--- src/rtl/hazard_ctrl_id_ex_if.sv ---
// ---------------------------------------------------------------------------
// hazard_ctrl_id_ex_if
//   Bundles the signals exchanged between the ID/EX hazard controller and the
//   surrounding pipeline.
//   master : pipeline side (drives decode/EX/MEM status, reads controls)
//   slave  : hazard controller side
//   Signals:
//     id_rs, id_rt      source register fields of the instruction in ID
//     id_uses_rt        ID instruction reads rt
//     ex_mem_to_reg     EX instruction is a load
//     ex_reg_write      EX instruction writes a register
//     ex_dst            EX destination register
//     mem_branch_taken  branch resolved taken in MEM this cycle
//     clr_cnt           synchronous clear of both event counters
//     pc_write          PC may advance
//     ifid_write        IF/ID latch may load
//     ifid_flush        IF/ID loads a NOP
//     idex_bubble       ID/EX control fields load zero
//     state             FSM state (0 RUN, 1 STALL, 2 FLUSH)
//     stall_cnt         saturating count of stalled cycles
//     flush_cnt         saturating count of flushing cycles
// ---------------------------------------------------------------------------
interface hazard_ctrl_id_ex_if #(
  parameter int CNT_W = 16
);
  logic [4:0]       id_rs;
  logic [4:0]       id_rt;
  logic             id_uses_rt;
  logic             ex_mem_to_reg;
  logic             ex_reg_write;
  logic [4:0]       ex_dst;
  logic             mem_branch_taken;
  logic             clr_cnt;
  logic             pc_write;
  logic             ifid_write;
  logic             ifid_flush;
  logic             idex_bubble;
  logic [1:0]       state;
  logic [CNT_W-1:0] stall_cnt;
  logic [CNT_W-1:0] flush_cnt;

  modport master (
    output id_rs, id_rt, id_uses_rt, ex_mem_to_reg, ex_reg_write, ex_dst,
           mem_branch_taken, clr_cnt,
    input  pc_write, ifid_write, ifid_flush, idex_bubble, state,
           stall_cnt, flush_cnt
  );

  modport slave (
    input  id_rs, id_rt, id_uses_rt, ex_mem_to_reg, ex_reg_write, ex_dst,
           mem_branch_taken, clr_cnt,
    output pc_write, ifid_write, ifid_flush, idex_bubble, state,
           stall_cnt, flush_cnt
  );
endinterface

--- src/rtl/hazard_ctrl_id_ex.sv ---
// ---------------------------------------------------------------------------
// hazard_ctrl_id_ex
//   Hazard controller for the IF/ID and ID/EX pipeline latches.
//   - Load-use: when the load in EX targets a register read by the
//     instruction in ID, PC and IF/ID are frozen and a bubble is injected
//     into ID/EX for LOAD_STALL_CYCLES cycles.
//   - Taken branch in MEM: IF/ID and ID/EX are flushed for FLUSH_CYCLES
//     cycles; a branch always overrides an ongoing stall.
//   - Saturating counters track stalled and flushing cycles.
//   Control outputs are Mealy (combinational from state and inputs), so a
//   hazard acts in the very cycle it is seen.
//   Ports:
//     clk  rising-edge clock
//     rst  asynchronous reset, active low; forces idle outputs while low
//     bus  hazard_ctrl_id_ex_if.slave (see interface file for signals)
// ---------------------------------------------------------------------------
module hazard_ctrl_id_ex #(
  parameter int LOAD_STALL_CYCLES = 1,  // 1..7
  parameter int FLUSH_CYCLES      = 1,  // 1..7
  parameter int CNT_W             = 16
) (
  input  logic                 clk,
  input  logic                 rst,
  hazard_ctrl_id_ex_if.slave   bus
);

  localparam logic [1:0] ST_RUN   = 2'd0;
  localparam logic [1:0] ST_STALL = 2'd1;
  localparam logic [1:0] ST_FLUSH = 2'd2;

  // rem counts the cycles still to go after the current one; the entry
  // cycle is spent in RUN, hence the -2.
  localparam logic [2:0] STALL_RELOAD =
    (LOAD_STALL_CYCLES > 1) ? 3'(LOAD_STALL_CYCLES - 2) : 3'd0;
  localparam logic [2:0] FLUSH_RELOAD =
    (FLUSH_CYCLES > 1) ? 3'(FLUSH_CYCLES - 2) : 3'd0;

  localparam logic [CNT_W-1:0] CNT_MAX = {CNT_W{1'b1}};
  localparam logic [CNT_W-1:0] CNT_ONE = {{(CNT_W-1){1'b0}}, 1'b1};

  logic [1:0]       state_q, state_d;
  logic [2:0]       rem_q, rem_d;
  logic [CNT_W-1:0] stall_cnt_q, stall_cnt_d;
  logic [CNT_W-1:0] flush_cnt_q, flush_cnt_d;

  logic hazard;
  logic stall_req;   // stall outputs requested by the FSM
  logic flush_req;   // flush outputs requested by the FSM
  logic stall_act;   // requests gated by reset
  logic flush_act;

  // Load-use detection; register 0 is hard-wired and never a hazard.
  assign hazard = bus.ex_mem_to_reg & bus.ex_reg_write &
                  (bus.ex_dst != 5'd0) &
                  ((bus.ex_dst == bus.id_rs) |
                   (bus.id_uses_rt & (bus.ex_dst == bus.id_rt)));

  // Next-state and output request logic
  always_comb begin
    state_d   = state_q;
    rem_d     = rem_q;
    stall_req = 1'b0;
    flush_req = 1'b0;

    unique case (state_q)
      ST_RUN: begin
        if (bus.mem_branch_taken) begin
          flush_req = 1'b1;
          if (FLUSH_CYCLES > 1) begin
            state_d = ST_FLUSH;
            rem_d   = FLUSH_RELOAD;
          end
        end else if (hazard) begin
          stall_req = 1'b1;
          if (LOAD_STALL_CYCLES > 1) begin
            state_d = ST_STALL;
            rem_d   = STALL_RELOAD;
          end
        end
      end

      ST_STALL: begin
        // A taken branch squashes the stalled instruction anyway, so the
        // stall is abandoned in favour of a fresh flush sequence.
        if (bus.mem_branch_taken) begin
          flush_req = 1'b1;
          if (FLUSH_CYCLES > 1) begin
            state_d = ST_FLUSH;
            rem_d   = FLUSH_RELOAD;
          end else begin
            state_d = ST_RUN;
            rem_d   = 3'd0;
          end
        end else begin
          stall_req = 1'b1;
          if (rem_q == 3'd0) begin
            state_d = ST_RUN;
          end else begin
            rem_d = rem_q - 3'd1;
          end
        end
      end

      ST_FLUSH: begin
        flush_req = 1'b1;
        if (bus.mem_branch_taken) begin
          if (FLUSH_CYCLES > 1) begin
            rem_d = FLUSH_RELOAD;
          end else begin
            state_d = ST_RUN;
            rem_d   = 3'd0;
          end
        end else if (rem_q == 3'd0) begin
          state_d = ST_RUN;
        end else begin
          rem_d = rem_q - 3'd1;
        end
      end

      default: begin
        state_d = ST_RUN;
        rem_d   = 3'd0;
      end
    endcase
  end

  // Outputs fall back to idle values while reset is held low.
  assign stall_act = stall_req & rst;
  assign flush_act = flush_req & rst;

  assign bus.pc_write    = ~stall_act;
  assign bus.ifid_write  = ~stall_act;
  assign bus.ifid_flush  = flush_act;
  assign bus.idex_bubble = stall_act | flush_act;
  assign bus.state       = state_q;
  assign bus.stall_cnt   = stall_cnt_q;
  assign bus.flush_cnt   = flush_cnt_q;

  // Saturating event counters; clear beats increment.
  always_comb begin
    stall_cnt_d = stall_cnt_q;
    flush_cnt_d = flush_cnt_q;
    if (bus.clr_cnt) begin
      stall_cnt_d = '0;
      flush_cnt_d = '0;
    end else begin
      if (stall_act && (stall_cnt_q != CNT_MAX)) begin
        stall_cnt_d = stall_cnt_q + CNT_ONE;
      end
      if (flush_act && (flush_cnt_q != CNT_MAX)) begin
        flush_cnt_d = flush_cnt_q + CNT_ONE;
      end
    end
  end

  always_ff @(posedge clk or negedge rst) begin
    if (!rst) begin
      state_q     <= ST_RUN;
      rem_q       <= 3'd0;
      stall_cnt_q <= '0;
      flush_cnt_q <= '0;
    end else begin
      state_q     <= state_d;
      rem_q       <= rem_d;
      stall_cnt_q <= stall_cnt_d;
      flush_cnt_q <= flush_cnt_d;
    end
  end

endmodule

--- src/flat_wrapper.sv ---
// flat-port wrapper written by rule: the top's interface ports become plain ports
module hazard_ctrl_id_ex_flat 
#(
  parameter int LOAD_STALL_CYCLES = 1,         
  parameter int FLUSH_CYCLES      = 1,         
  parameter int CNT_W             = 16
)
  (clk, rst, bus_id_rs, bus_id_rt, bus_id_uses_rt, bus_ex_mem_to_reg, bus_ex_reg_write, bus_ex_dst, bus_mem_branch_taken, bus_clr_cnt, bus_pc_write, bus_ifid_write, bus_ifid_flush, bus_idex_bubble, bus_state, bus_stall_cnt, bus_flush_cnt);
  hazard_ctrl_id_ex_if #(.CNT_W(CNT_W)) bus_i ();
  input  logic clk;
  input  logic rst;
  input wire logic [$bits(bus_i.id_rs)-1:0] bus_id_rs;
  input wire logic [$bits(bus_i.id_rt)-1:0] bus_id_rt;
  input wire logic [$bits(bus_i.id_uses_rt)-1:0] bus_id_uses_rt;
  input wire logic [$bits(bus_i.ex_mem_to_reg)-1:0] bus_ex_mem_to_reg;
  input wire logic [$bits(bus_i.ex_reg_write)-1:0] bus_ex_reg_write;
  input wire logic [$bits(bus_i.ex_dst)-1:0] bus_ex_dst;
  input wire logic [$bits(bus_i.mem_branch_taken)-1:0] bus_mem_branch_taken;
  input wire logic [$bits(bus_i.clr_cnt)-1:0] bus_clr_cnt;
  output wire logic [$bits(bus_i.pc_write)-1:0] bus_pc_write;
  output wire logic [$bits(bus_i.ifid_write)-1:0] bus_ifid_write;
  output wire logic [$bits(bus_i.ifid_flush)-1:0] bus_ifid_flush;
  output wire logic [$bits(bus_i.idex_bubble)-1:0] bus_idex_bubble;
  output wire logic [$bits(bus_i.state)-1:0] bus_state;
  output wire logic [$bits(bus_i.stall_cnt)-1:0] bus_stall_cnt;
  output wire logic [$bits(bus_i.flush_cnt)-1:0] bus_flush_cnt;
  assign bus_i.id_rs = bus_id_rs;
  assign bus_i.id_rt = bus_id_rt;
  assign bus_i.id_uses_rt = bus_id_uses_rt;
  assign bus_i.ex_mem_to_reg = bus_ex_mem_to_reg;
  assign bus_i.ex_reg_write = bus_ex_reg_write;
  assign bus_i.ex_dst = bus_ex_dst;
  assign bus_i.mem_branch_taken = bus_mem_branch_taken;
  assign bus_i.clr_cnt = bus_clr_cnt;
  assign bus_pc_write = bus_i.pc_write;
  assign bus_ifid_write = bus_i.ifid_write;
  assign bus_ifid_flush = bus_i.ifid_flush;
  assign bus_idex_bubble = bus_i.idex_bubble;
  assign bus_state = bus_i.state;
  assign bus_stall_cnt = bus_i.stall_cnt;
  assign bus_flush_cnt = bus_i.flush_cnt;
  hazard_ctrl_id_ex #(.LOAD_STALL_CYCLES(LOAD_STALL_CYCLES), .FLUSH_CYCLES(FLUSH_CYCLES), .CNT_W(CNT_W)) u_core (.clk(clk), .rst(rst), .bus(bus_i));
endmodule
--- config.mk ---
export PLATFORM = sky130hd
export DESIGN_NAME = hazard_ctrl_id_ex_flat
export DESIGN_NICKNAME = d
export VERILOG_FILES = /design/src/rtl/hazard_ctrl_id_ex_if.sv /design/src/rtl/hazard_ctrl_id_ex.sv /design/src/flat_wrapper.sv
export SDC_FILE = /design/constraint.sdc
export NUM_CORES = 1
export LEC_CHECK = 0
export ABC_AREA = 1
export CAP_MARGIN = 10
export CORE_UTILIZATION = 45
export CTS_BUF_LIST = sky130_fd_sc_hd__clkbuf_4 sky130_fd_sc_hd__clkbuf_8
export DETAILED_ROUTE_END_ITERATION = 8
export GPL_ROUTABILITY_DRIVEN = 0
export HOLD_SLACK_MARGIN = 0.03
export PLACE_DENSITY = 0.78
export SETUP_SLACK_MARGIN = 0.02
export SYNTH_ARGS = -nofsm -noshare
export SYNTH_HDL_FRONTEND = slang
export SYNTH_SLANG_ARGS = --single-unit
--- constraint.sdc ---
create_clock -name clk -period 1.4 [get_ports clk]
set_input_delay 0.14 -clock clk [delete_from_list [all_inputs] [get_ports clk]]
set_output_delay 0.14 -clock clk [all_outputs]
set_load 0.02 [all_outputs]
=== Yosys cells after proc, flatten, opt, wreduce, memory -nomap -nowiden ===
Cells that the tools add are included.

* Bits in read-only memories: 0
* Output and inout port bits: 38
* Logic and storage cells: 52
* Memories kept: 0
* Input port bits: 22
* Bits in writable memories: 0
* Bits in registers: 37
* Latch bits: 0

* $lt $le $gt $ge: 0
* Bitwise logic cells: 10
* Add/sub/neg operators: 3
* Multiplexer cells: 16
* Reduce and logical (&&, ||, !) cells: 11
* Multiply operators: 0
* Shift-type cells: 0
* Eq/ne operators: 8
* Divide/modulo/power cells: 0

{| class="wikitable"
|+ Operators by type and width
! kind !! number
|-
| 16-bit two-way mux || 4
|-
| 16-bit by 1-bit adder with 16-bit output, second input constant || 2
|-
| 16-bit inequality test, second input constant || 2
|-
| 5-bit equality test || 2
|-
| 1-bit bitwise AND || 6
|-
| 3-bit two-way mux || 2
|-
| 3-bit one-hot mux with 2 select lines || 1
|-
| 5-bit nonzero test || 1
|-
| 1-bit two-way mux || 4
|-
| 2-bit two-way mux || 2
|-
| 1-bit one-hot mux with 2 select lines || 2
|-
| 2-bit one-hot mux with 2 select lines || 1
|-
| 2-bit AND reduction || 2
|-
| 2-bit nonzero test || 2
|-
| 2-bit OR reduction || 2
|-
| 3-bit logical NOT || 1
|-
| 3-bit by 1-bit inequality test with 1-bit output, second input constant || 1
|-
| 3-bit inequality test, second input constant || 1
|-
| 3-bit by 1-bit subtractor with 3-bit output, second input constant || 1
|-
| 2-bit by 1-bit equality test with 1-bit output, second input constant || 1
|-
| 2-bit equality test, second input constant || 1
|-
| 1-bit logical AND || 2
|-
| 2-bit logical NOT || 1
|-
| 1-bit NOT || 2
|-
| 1-bit OR || 2
|}

=== Longest topological paths before layout ===
Gate-level depths: netlist of the first run.

* Depth after elaboration: 11
* Depth in mapped cells: 11
* Gate-level depth less buffers: 10

=== Worst setup path after synthesis of the first run ===
No wires, ideal clock.

* Path type: flip-flop to flip-flop
* From: register u_core.stall_cnt_q[0] (netlist: u_core.bus.stall_cnt[0])
* To: register u_core.stall_cnt_q[7] (netlist: u_core.bus.stall_cnt[7])
* Clock period less this slack: 1.698 ns
* Cell stages (with the launch flop): 12
* Library setup time: 0.117 ns
* Path buffers: 1
* Slack: -0.298 ns
* Arrival time: 1.580 ns
* Required time: 1.283 ns
* Cell sequence: dfrtp_1 ha_1 nand2_1 nor2_2 nand2_2 nor2_4 nand4_2 nand3_4 nand2_4 buf_6 nand2_1 nand2_1

* Word-level cells in the longest chain between the ends: 3
* Elaborated cells between the ends (all ways): 6
* Classes of those cells: 1 x add/sub; 1 x eq/ne; 2 x mux; 2 x reduce/logical

{| class="wikitable"
|+ Ends and longest elaborated chain
! item !! line !! text
|-
| from (decl) || hazard_ctrl_id_ex.sv:43 || <nowiki>logic [CNT_W-1:0] stall_cnt_q, stall_cnt_d;</nowiki>
|-
| from (signal assigned) || hazard_ctrl_id_ex.sv:165 || <nowiki>stall_cnt_q <= stall_cnt_d;</nowiki>
|-
| 16-bit by 1-bit adder with 16-bit output / 16-bit inequality test (equally long branches) || hazard_ctrl_id_ex.sv:148, hazard_ctrl_id_ex.sv:147 ||
|-
| 16-bit two-way mux / 1-bit logical AND (equally long branches) || hazard_ctrl_id_ex.sv:147 || <nowiki>if (stall_act && (stall_cnt_q != CNT_MAX)) begin</nowiki>
|-
| 16-bit two-way mux / 2-bit nonzero test (equally long branches) || - ||
|}

Several ways; a longest one is shown, not always the timed one. The select of a mux whose other input is x is not followed.
A chain may end at the register's enable or synchronous reset.

=== Worst setup path in the final report of the first run ===
* From: register u_core.stall_cnt_q[3] (netlist: u_core.bus.stall_cnt[3])
* To: register u_core.stall_cnt_q[9] (netlist: u_core.bus.stall_cnt[9])

The elaborated chain is that of the path after synthesis.

==> results.cfg, run 1 <==
[timing]
hold_viol = 0
finalSetupViolCount = 30
whs_ps = 174.0
grt_setup_unrepaired = yes
fmax_ghz = 0.6069
post-route-period-util_pct = 117.7
tns_ps = -2869
timing.final.ws_setup_ps = -247.7
fin_skew_ps = 6.790
finalCriticalPeriod_ps = 1648
slew_violations = 0

[layout]
final_common_cell = nand2_1
drive_above_1_share_pct = 29.71
layout.nets = 501
diodes = 0
final_util_pct = 78.00
final_cell_mix = nand2_1 (103), buf_4 (63), dlygate4sd2_1 (43), nor2_1 (41), inv_1 (40)
areaGrowthSynthToFinish_pct = 63.30
layout.cells.non_filler = 545
register_area_um2 = 808.3
multi_input_area_um2 = 1493
fillers = 348

[route]
viasPerCell = 5.156
drc = 0
wl_met1_mm = 3.017
wl_per_cell_um = 13.90
routed-via-count = 2810
met2WireLength_mm = 3.984
drt_first_pass_iters = 4
wl_mm = 7.576
antenna_left = 0
dr_wl_met3_um = 353
drt_iter0_drc = 166
highest_layer = met4

[global_route]
grt_start_max_net_pins = 33
grt.overflow.total = 0
track_usage_pct = 28.31
grt_pass1_wl_mm = 11.74
grt_pass1_vias = 2714
antenna_found_initial = 0

[clocking]
clk_latency_ps = 300
clock_path_buffers = 2
cts_tree = yes
cts_max_level = 2
clock-root-buffer = clkbuf_8
cts.reportedPaths.clkPinSlew_ps = 80
cts_hold_buf = 0
cts.sinks = 32
cts_buffers = 5

[worst_setup_path]
crit_path_start_kind = flop
reg2regPathDepth = 8
startpoint = u_core.bus.stall_cnt[3]$_DFFE_PN0P_
cp_common_cell = nand2_1
r2r-end = u_core.bus.stall_cnt[9]$_DFFE_PN0P_
cpMaxStageDelayCell = dfrtp_1
crit_family = simple AND/OR/NAND/NOR gates
crit_chain = inv_2 -> buf_4 -> nor3_4 -> nand2_1 -> xor2_1 -> nor2_1 -> nand2_1 -> nand2_1
rr_startpoint = u_core.bus.stall_cnt[3]$_DFFE_PN0P_
required_ps = 1570
arrival_ps = 1820
critPathKind = reg2reg
crit_fanout = 4
rrSetupSlack_ps = -250
end_kind = flop
critPathBufInv = 2
crit_path_max_incr_delay_ps = 430

[power]
power_switching_mw = 0.6202
p_comb_share_pct = 16.8
p_clk_share_pct = 41.1
p_leak_nw = 1.984
p_sw_share_pct = 27.24
intPower_mw = 1.657
power_density_nw_per_um2 = 606.0
ir_worst_vdd_mv = 0.6975
seqPwrFrac_pct = 42.0

[synth]
synth-edff-count = 0
ys.warnings.count = 0
synthAdderAreaFrac_pct = 1.088
synth_area_um2 = 2301
avgSynthCellArea_um2 = 6.555
synth-xor-area-share_pct = 3.806
ys_seq_area_share_pct = 34.80
synthArstFlopShare_pct = 100.0
ys.flop_type = dfrtp_1
synth_compound_area_share_pct = 5.383
ys_types = 31
yosys.area_share.simple_pct = 44.43
synth_top_family_by_area = simple AND/OR/NAND/NOR gates
synthMuxAreaShare_pct = 0
synthCells = 351
ys_seq_elements = 32

[placed_design]
placed_cells = 529
portBuffers = 57
place_hpwl_mm = 5.068

[floorplanning]
coreArea_um2 = 4817
die_x_um = 73.51
die_h_um = 73.51
start_util_pct = 47.77
die_area_um2 = 5403
rows = 25
io_pins = 60

[hold_path]
hp-class = in2async

[job]
cap_violations = 0

[outcome]
violations = negative setup slack
status = finished, violations left
[final cells by class]
class                   instances  share of cell area (%)
multi-input cells             266                   39.73
repair buffers                128                   29.04
flip-flops and latches         32                   21.51
inverters                      44                   4.529
well taps                      67                   2.231
clock buffers                   6                   2.031
clock inverters                 2                  0.9324
[per-layer routing]
layer	vias to the layer above	GRT usage, %
met4	0	14.10
met2	104	49.64
li1	1368	-
met3	21	5.213
met5	-	0
met1	1317	32.93
[cell families (layout without fill, tap and decap cells)]
logic type | after synthesis | after routing
simple gates | 228 | 229
buf+inv | 55 | 180
flops | 32 | 32
compound gates | 23 | 23
xor+xnor | 10 | 10
fa+ha+maj | 2 | 2
other cells | 1 | 2
[tightest hold or removal path: stages]
cell and delay [ps]:
dlygate4sd2_1 250, buf_4 130, buf_4 380
[synthesized netlist by cell type, types with 2 or more instances]
cell	instances	area share, %
nand2_1	113	18
nor2_1	43	7.0
inv_1	42	6.9
nand3_1	34	7.4
dfrtp_1	32	35
nor3_1	15	3.3
o21ai_0	14	3.0
nand4_1	10	2.7
xor2_1	7	2.7
buf_4	5	1.6
a21oi_1	4	0.87
buf_2	4	0.87
nor3_2	3	1.3
xnor2_1	3	1.1
ha_1	2	1.1
inv_2	2	0.33
nand4_2	2	1.1
nor3b_1	2	0.65
o21bai_1	2	0.65
[through the flow]
step           setup slack (ps)  instance area, um2  total power, mW
3_3_place_gp             -538.6                3440            1.327
4_1_cts                  -136.1                3580            2.248
6_report                 -247.7                3757            2.277
2_1_floorplan            -154.2                2356            1.141
5_1_grt                  -274.7                3757            2.358
3_5_place_dp             -609.9                3440            1.339
[power groups by stage]
stage / sequential [mW] / combinational [mW] / clock, mW
after global routing: 0.958 / 0.422 / 0.977
after CTS: 0.957 / 0.353 / 0.938
after global placement: 0.975 / 0.352 / 0
after floorplan: 0.997 / 0.144 / 0
final: 0.957 / 0.383 / 0.937
after detailed placement: 0.975 / 0.364 / 0
[state kept, by name (all words and copies together), names as in the netlist]
register and count:
u_core.bus.flush_cnt 16, u_core.bus.stall_cnt 16
[worst max-delay path by stage]
stage,to,slack [ps],depth (start not counted)
5_1_grt,u_core.bus.stall_cnt[9]$_DFFE_PN0P_,-270,10
2_1_floorplan,u_core.bus.stall_cnt[0]$_DFFE_PN0P_,-150,11
6_report,u_core.bus.stall_cnt[9]$_DFFE_PN0P_,-250,8
3_5_place_dp,bus_idex_bubble,-610,10
4_1_cts,u_core.bus.stall_cnt[9]$_DFFE_PN0P_,-140,10
3_3_place_gp,bus_idex_bubble,-540,10
[repair_timing]
item,4_1_cts,5_1_grt
setup endpoints to repair,68,37
resized for setup,85,39
buffers inserted,2,3
gates cloned,1,2
pin swaps,10,11
No activity file was read; power rests on OpenSTA's default activity.
==> run 2: changes to the inputs <==
--- a/config.mk
+++ b/config.mk
@@ -11,6 +11,7 @@
 export CTS_BUF_LIST = sky130_fd_sc_hd__clkbuf_4 sky130_fd_sc_hd__clkbuf_8
 export DETAILED_ROUTE_END_ITERATION = 8
 export GPL_ROUTABILITY_DRIVEN = 0
+export GPL_TIMING_DRIVEN = 0
 export HOLD_SLACK_MARGIN = 0.03
 export PLACE_DENSITY = 0.78
 export SETUP_SLACK_MARGIN = 0.02
==> run 2 against run 1 <==
Net effect:
- the run still ends with negative setup slack left
- setup slack better by 52 ps
- non-clock buffer count is 39 lower
- sequential share of layout area is 2.3 points higher
- clock-buffer cell count stayed put
- routed wire length is 12% lower
- final cell count is 7.3% lower
- utilization is 7.7 points lower
- hold slack better by 50 ps
- die area stayed put
==> results.cfg, run 2 (synthesized netlist as in run 1, its figures left out) <==
[outcome]
status = finished, violations left
violations = negative setup slack

[global_route]
met2_usage_pct = 47.81
grt_pass1_wl_mm = 10.98
grt.overflow.total = 0
top_usage_layer = met2
antenna_found_initial = 0
track_usage_pct = 26.44
grt_pass1_vias = 2422
use_met3_pct = 3.429
met1_usage_pct = 31.18
grt_start_max_net_pins = 33

[route]
antenna_left = 0
viasPerCell = 5.119
routed-via-count = 2585
wl_per_cell_um = 13.24
drt_first_pass_iters = 4
wl_mm = 6.686
drc = 0
drt_iter0_drc = 127

[hold_path]
hp-class = in2reg

[clocking]
cts.sinks = 32
cts_buffers = 5
clock_path_buffers = 2
clk_latency_ps = 290
cts.reportedPaths.clkPinSlew_ps = 70
cts_tree = yes
clock-root-buffer = clkbuf_8
cts_max_level = 2

[worst_setup_path]
critPathBufInv = 1
crit_family = simple AND/OR/NAND/NOR gates
crit_chain = ha_4 -> nand2_4 -> nor2_4 -> nand2_4 -> nor2_4 -> nand4_4 -> nand3_4 -> nand2_4 -> buf_4 -> nand2_1 -> nand2_1
crit_path_max_incr_delay_ps = 380
crit_path_start_kind = flop
cp_common_cell = nand2_4
cpMaxStageDelayCell = dfrtp_2
end_kind = flop
critPathKind = reg2reg
crit_fanout = 6
required_ps = 1570
arrival_ps = 1770

[placed_design]
place_hpwl_mm = 4.498
placed_cells = 475
portBuffers = 56

[timing]
fmax_ghz = 0.6267
grt_setup_unrepaired = yes
hold_viol = 0
fin_skew_ps = 12.03
tns_ps = -4254
slew_headroom_pct = 62.32
timing.final.ws_setup_ps = -195.7
tightest_slew_ps = 565.3
finalCriticalPeriod_ps = 1596
post-route-period-util_pct = 114.0
slew_violations = 0
finalSetupViolCount = 30

[layout]
diodes = 0
final_cell_mix = nand2_1 (97), nor2_1 (41), dlygate4sd2_1 (40), inv_1 (37), nand3_1 (29)
fillers = 419
layout.nets = 461
multi_input_area_um2 = 1473
areaGrowthSynthToFinish_pct = 47.20
register_area_um2 = 805.8
final_common_cell = nand2_1
layout.cells.non_filler = 505
drive_above_1_share_pct = 23.52

[power]
intPower_mw = 1.495
p_sw_share_pct = 28.33
p_leak_nw = 1.792
p_clk_share_pct = 36.3
power_switching_mw = 0.5911
p_comb_share_pct = 17.8
ir_worst_vdd_mv = 0.5043
power_density_nw_per_um2 = 616.0
seqPwrFrac_pct = 45.9

[floorplanning]
io_pins = 60
rows = 25
coreArea_um2 = 4817
die_area_um2 = 5403
die_h_um = 73.51
start_util_pct = 47.77
die_x_um = 73.51

[job]
cap_violations = 0
[run 2: final timing paths]
path                                                            from                                    to  slack (ps)  cells after the start
worst max register to register   u_core.bus.stall_cnt[0]$_DFFE_PN0P_  u_core.bus.stall_cnt[12]$_DFFE_PN0P_        -200                     11
worst max-delay path             u_core.bus.stall_cnt[0]$_DFFE_PN0P_  u_core.bus.stall_cnt[12]$_DFFE_PN0P_        -200                     11
max in group asynchronous                                        rst   u_core.bus.stall_cnt[1]$_DFFE_PN0P_         800                      3
min in group asynchronous                                        rst  u_core.bus.flush_cnt[15]$_DFFE_PN0P_         390                      3
worst min register to register  u_core.bus.flush_cnt[14]$_DFFE_PN0P_  u_core.bus.flush_cnt[14]$_DFFE_PN0P_         580                      2
worst min-delay path                                     bus_clr_cnt  u_core.bus.stall_cnt[13]$_DFFE_PN0P_         220                      4
[run 2: worst reg2reg max path, delay by kind of cell (launching register included)]
family,cells,cell delay [ps]
flops,1,380
simple gates,9,790
buf+inv,1,150
fa+ha+maj,1,160
[run 2: what timing repair did]
| action | 4_1_cts | 5_1_grt |
|---|---|---|
| pin swaps | 13 | 16 |
| endpoints found under the setup margin | 68 | 35 |
| endpoints found under the hold margin | 32 | 0 |
| gates resized for setup | 87 | 42 |
| hold buffers | 2 | 0 |
| buffers inserted | 11 | 7 |
| gates cloned | 2 | 0 |
[run 2: layer usage]
metal  part of all wire (%)  up-vias
met5                      0        -
met4                    2.0        0
met3                    4.3       13
met2                     52       84
met1                     42     1200
li1                       -     1288
[run 2: through the flow]
stage / utilization (%) / setup slack [ps] / power (mW) / instance area, um2 / hold WS, ps
after detailed placement: 62.18 / -750.8 / 1.293 / 2995 / 263.5
final: 70.31 / -195.7 / 2.086 / 3387 / 223.5
after floorplan: - / -154.2 / 1.141 / 2356 / -155.6
after global routing: 70.31 / -293.5 / 2.179 / 3387 / 261.2
after CTS: 67.22 / -188.2 / 2.061 / 3238 / 221.0
after global placement: 62.29 / -1715 / 1.289 / 3000 / 521.1
[run 2: final cells by class]
class                   count  share of cell area, %
plain buffers              11                  2.475
clock buffers               6                  2.438
clock inverters             2                 0.2955
inverters                  44                  5.098
multi-input cells         265                  43.48
flip-flops and latches     32                  23.79
well taps                  67                  2.475
repair buffers             78                  19.95
[run 2: power groups by stage]
stage	Sequential, mW	Combinational (mW)	Clock, mW
floorplan	0.997	0.144	0
global placement	0.982	0.307	0
detailed placement	0.983	0.310	0
CTS	0.958	0.340	0.764
global route	0.960	0.411	0.807
finish	0.959	0.371	0.756
==> run 3: changes to the inputs <==
--- a/config.mk
+++ b/config.mk
@@ -5,15 +5,15 @@
 export SDC_FILE = /design/constraint.sdc
 export NUM_CORES = 1
 export LEC_CHECK = 0
-export ABC_AREA = 1
 export CAP_MARGIN = 10
-export CORE_UTILIZATION = 45
+export CORE_ASPECT_RATIO = 0.8
+export CORE_UTILIZATION = 44
 export CTS_BUF_LIST = sky130_fd_sc_hd__clkbuf_4 sky130_fd_sc_hd__clkbuf_8
 export DETAILED_ROUTE_END_ITERATION = 8
 export GPL_ROUTABILITY_DRIVEN = 0
 export GPL_TIMING_DRIVEN = 0
 export HOLD_SLACK_MARGIN = 0.03
-export PLACE_DENSITY = 0.78
+export PLACE_DENSITY_LB_ADDON = 0.05
 export SETUP_SLACK_MARGIN = 0.02
 export SYNTH_ARGS = -nofsm -noshare
 export SYNTH_HDL_FRONTEND = slang
==> run 3 against run 2 <==
Net effect:
- the flow still finishes with violations (negative setup slack)
- non-clock buffer count rose by 35
- hold slack improved by 90 ps
- sequential power fell by 2.6%
- clock-buffer cell count rose by 2
- final cell count fell by 22%
- global-route usage rose by 3.9 points
- cell area rose by 5.7%
- clock skew fell by 4.9 ps
- via count fell by 13%
- flip-flop and latch count did not move
- combinational power fell by 30%
- highest routed layer unchanged
==> results.cfg, run 3 <==
[route]
dr_wl_met3_um = 458
routed-via-count = 2258
drt_iter0_drc = 148
met2WireLength_mm = 3.584
antenna_left = 0
wl_met1_mm = 3.144
drt_first_pass_iters = 4
highest_layer = met4
drc = 0
wl_per_cell_um = 18.50
viasPerCell = 5.731
wl_mm = 7.288

[timing]
post-route-period-util_pct = 129.9
fmax_ghz = 0.5498
fin_skew_ps = 7.180
timing.final.ws_setup_ps = -418.7
slew_headroom_pct = 64.14
tns_ps = -8141
tightest_slew_ps = 537.9
hold_viol = 0
grt_setup_unrepaired = yes
finalCriticalPeriod_ps = 1819
finalSetupViolCount = 33
slew_violations = 0

[job]
cap_violations = 0

[power]
power_density_nw_per_um2 = 561.0
ir_worst_vdd_mv = 0.6400
p_leak_nw = 1.624

[global_route]
grt_start_max_net_pins = 33
grt.overflow.total = 0
grt_pass1_wl_mm = 10.75
track_usage_pct = 30.33
antenna_found_initial = 0
grt_pass1_vias = 2133

[clocking]
clock-root-buffer = clkbuf_8
cts_buffers = 5
cts_tree = yes
cts.reportedPaths.clkPinSlew_ps = 70
clock_path_buffers = 2
cts.sinks = 32
clk_latency_ps = 280
cts_max_level = 2

[placed_design]
postPlaceCellArea_um2 = 2773
place_hpwl_mm = 3.701
portBuffers = 56
placed_cells = 331

[worst_setup_path]
crit_path_max_incr_delay_ps = 530
critPathKind = reg2reg
r2r-end = u_core.bus.stall_cnt[11]$_DFFE_PN0P_
rr_startpoint = u_core.bus.stall_cnt[14]$_DFFE_PN0P_
arrival_ps = 1980
required_ps = 1570
critPathBufInv = 1
startpoint = u_core.bus.stall_cnt[14]$_DFFE_PN0P_
worstSetupPathDepth = 6
rrSetupSlack_ps = -420
crit_family = simple AND/OR/NAND/NOR gates
crit_chain = nand4_1 -> or4_4 -> buf_8 -> nand3_4 -> nor3_1 -> mux2_1
crit_fanout = 5
endpoint = u_core.bus.stall_cnt[11]$_DFFE_PN0P_
reg2regPathDepth = 6
cpMaxStageDelayCell = or4_4
crit_path_start_kind = flop
end_kind = flop

[synth]
synthMostInstantiatedCell = dfrtp_1
avgSynthCellArea_um2 = 9.001
ys_top_cells_by_area = dfrtp_1 (41%), xor2_1 (8.1%), nor2_1 (4.6%)
synth-edff-count = 0
ys.warnings.count = 0
synth_area_um2 = 1953
yosysTopAreaCell = dfrtp_1
synthCells = 217
synthArstFlopShare_pct = 100.0
ys_types = 41
synth_common_cells = dfrtp_1 (32), nor2_1 (24), xor2_1 (18)
ys.flop_type = dfrtp_1
synth_top_area_share_pct = 41.00
ys_seq_area_share_pct = 41.00
ys_seq_elements = 32

[floorplanning]
rows = 21
die_area_um2 = 4711
start_util_pct = 46.17
die_h_um = 61.59
io_pins = 60
coreArea_um2 = 4230
die_x_um = 76.49

[layout]
layout.cells.non_filler = 394
areaGrowthSynthToFinish_pct = 83.22
layout.nets = 360
final_common_cell = buf_4
diodes = 0
final_util_pct = 84.59
final_cell_area_um2 = 3578
final_cell_mix = buf_4 (50), dlygate4sd2_1 (37), dfrtp_2 (26), nor2_1 (22), xor2_1 (15)
drive_above_1_share_pct = 51.04

[hold_path]
hp-class = in2reg

[outcome]
status = finished, violations left
violations = negative setup slack
run 3: stage by stage:
stage               total power [mW]  worst slack [ps]  hold slack [ps]
finish                         2.007            -418.7            313.9
global route                   2.077            -479.8            354.4
CTS                            1.996            -372.2            326.4
detailed placement             1.164             -1267            277.0
global placement               1.163             -2295            538.4
floorplan                      1.042            -431.2           -155.6
run 3: cell families (layout without fill, tap and decap cells):
family / after synthesis / count (layout) / share of synthesized area (%)
XOR/XNOR: 23 / 23 / 10.31
multiplexers: 5 / 5 / 2.755
AO/OA/AOI/OAI: 39 / 39 / 11.85
other: 1 / 2 / 0.1920
adder cells (fa/ha/maj): 2 / 2 / 1.281
buffers and inverters: 14 / 133 / 3.843
AND/OR/NAND/NOR: 101 / 101 / 28.77
flip-flops: 32 / 32 / 41.00
run 3: area by class of cell:
cell class                      instances  area [um2]
Buffer                                 12       93.84
Clock buffer                            8       103.9
Fill cell                             240       651.9
Inverter                                1       3.754
Multi-Input combinational cell        172        1489
Sequential cell                        32       833.3
Tap cell                               57       71.32
Timing Repair Buffer                  112       983.4
run 3: power by group:
| part | switching, mW | internal, mW | total (mW) |
|---|---|---|---|
| Combinational | 0.142 | 0.117 | 0.259 |
| Sequential | 0.00597 | 0.928 | 0.934 |
| Clock | 0.346 | 0.468 | 0.815 |
run 3: worst min path at each step:
stage                     slack [ps]                                    to                           startpoint  cells past startpoint
final                            310  u_core.bus.stall_cnt[11]$_DFFE_PN0P_                          bus_clr_cnt                      3
after CTS                        330  u_core.bus.stall_cnt[11]$_DFFE_PN0P_                          bus_clr_cnt                      3
after floorplan                 -160   u_core.bus.flush_cnt[0]$_DFFE_PN0P_                                  rst                      0
after detailed placement         280  u_core.bus.stall_cnt[13]$_DFFE_PN0P_                                  rst                      1
after global placement           540   u_core.bus.flush_cnt[5]$_DFFE_PN0P_  u_core.bus.flush_cnt[5]$_DFFE_PN0P_                      2
after global routing             350  u_core.bus.stall_cnt[11]$_DFFE_PN0P_                          bus_clr_cnt                      3
run 3: worst register-to-register path: stages (launching register included):
cell and delay (ps):
dfrtp_1 380, nand4_1 170, or4_4 530, buf_8 160, nand3_4 90, nor3_1 50
mux2_1 310
run 3: routing by layer:
layer | track usage, % | vias to the layer above
met5 | 0 | -
met4 | 11.54 | 0
met1 | 39.22 | 1117
met3 | 6.074 | 12
li1 | - | 1019
met2 | 51.74 | 110
run 3: repair_timing:
item | CTS | global route
cloned | 1 | 0
resized for setup | 136 | 42
buffers inserted | 49 | 9
hold buffers | 2 | 0
endpoints found under the setup margin | 68 | 39
endpoints found under the hold margin | 32 | 0
pin swaps | 46 | 35
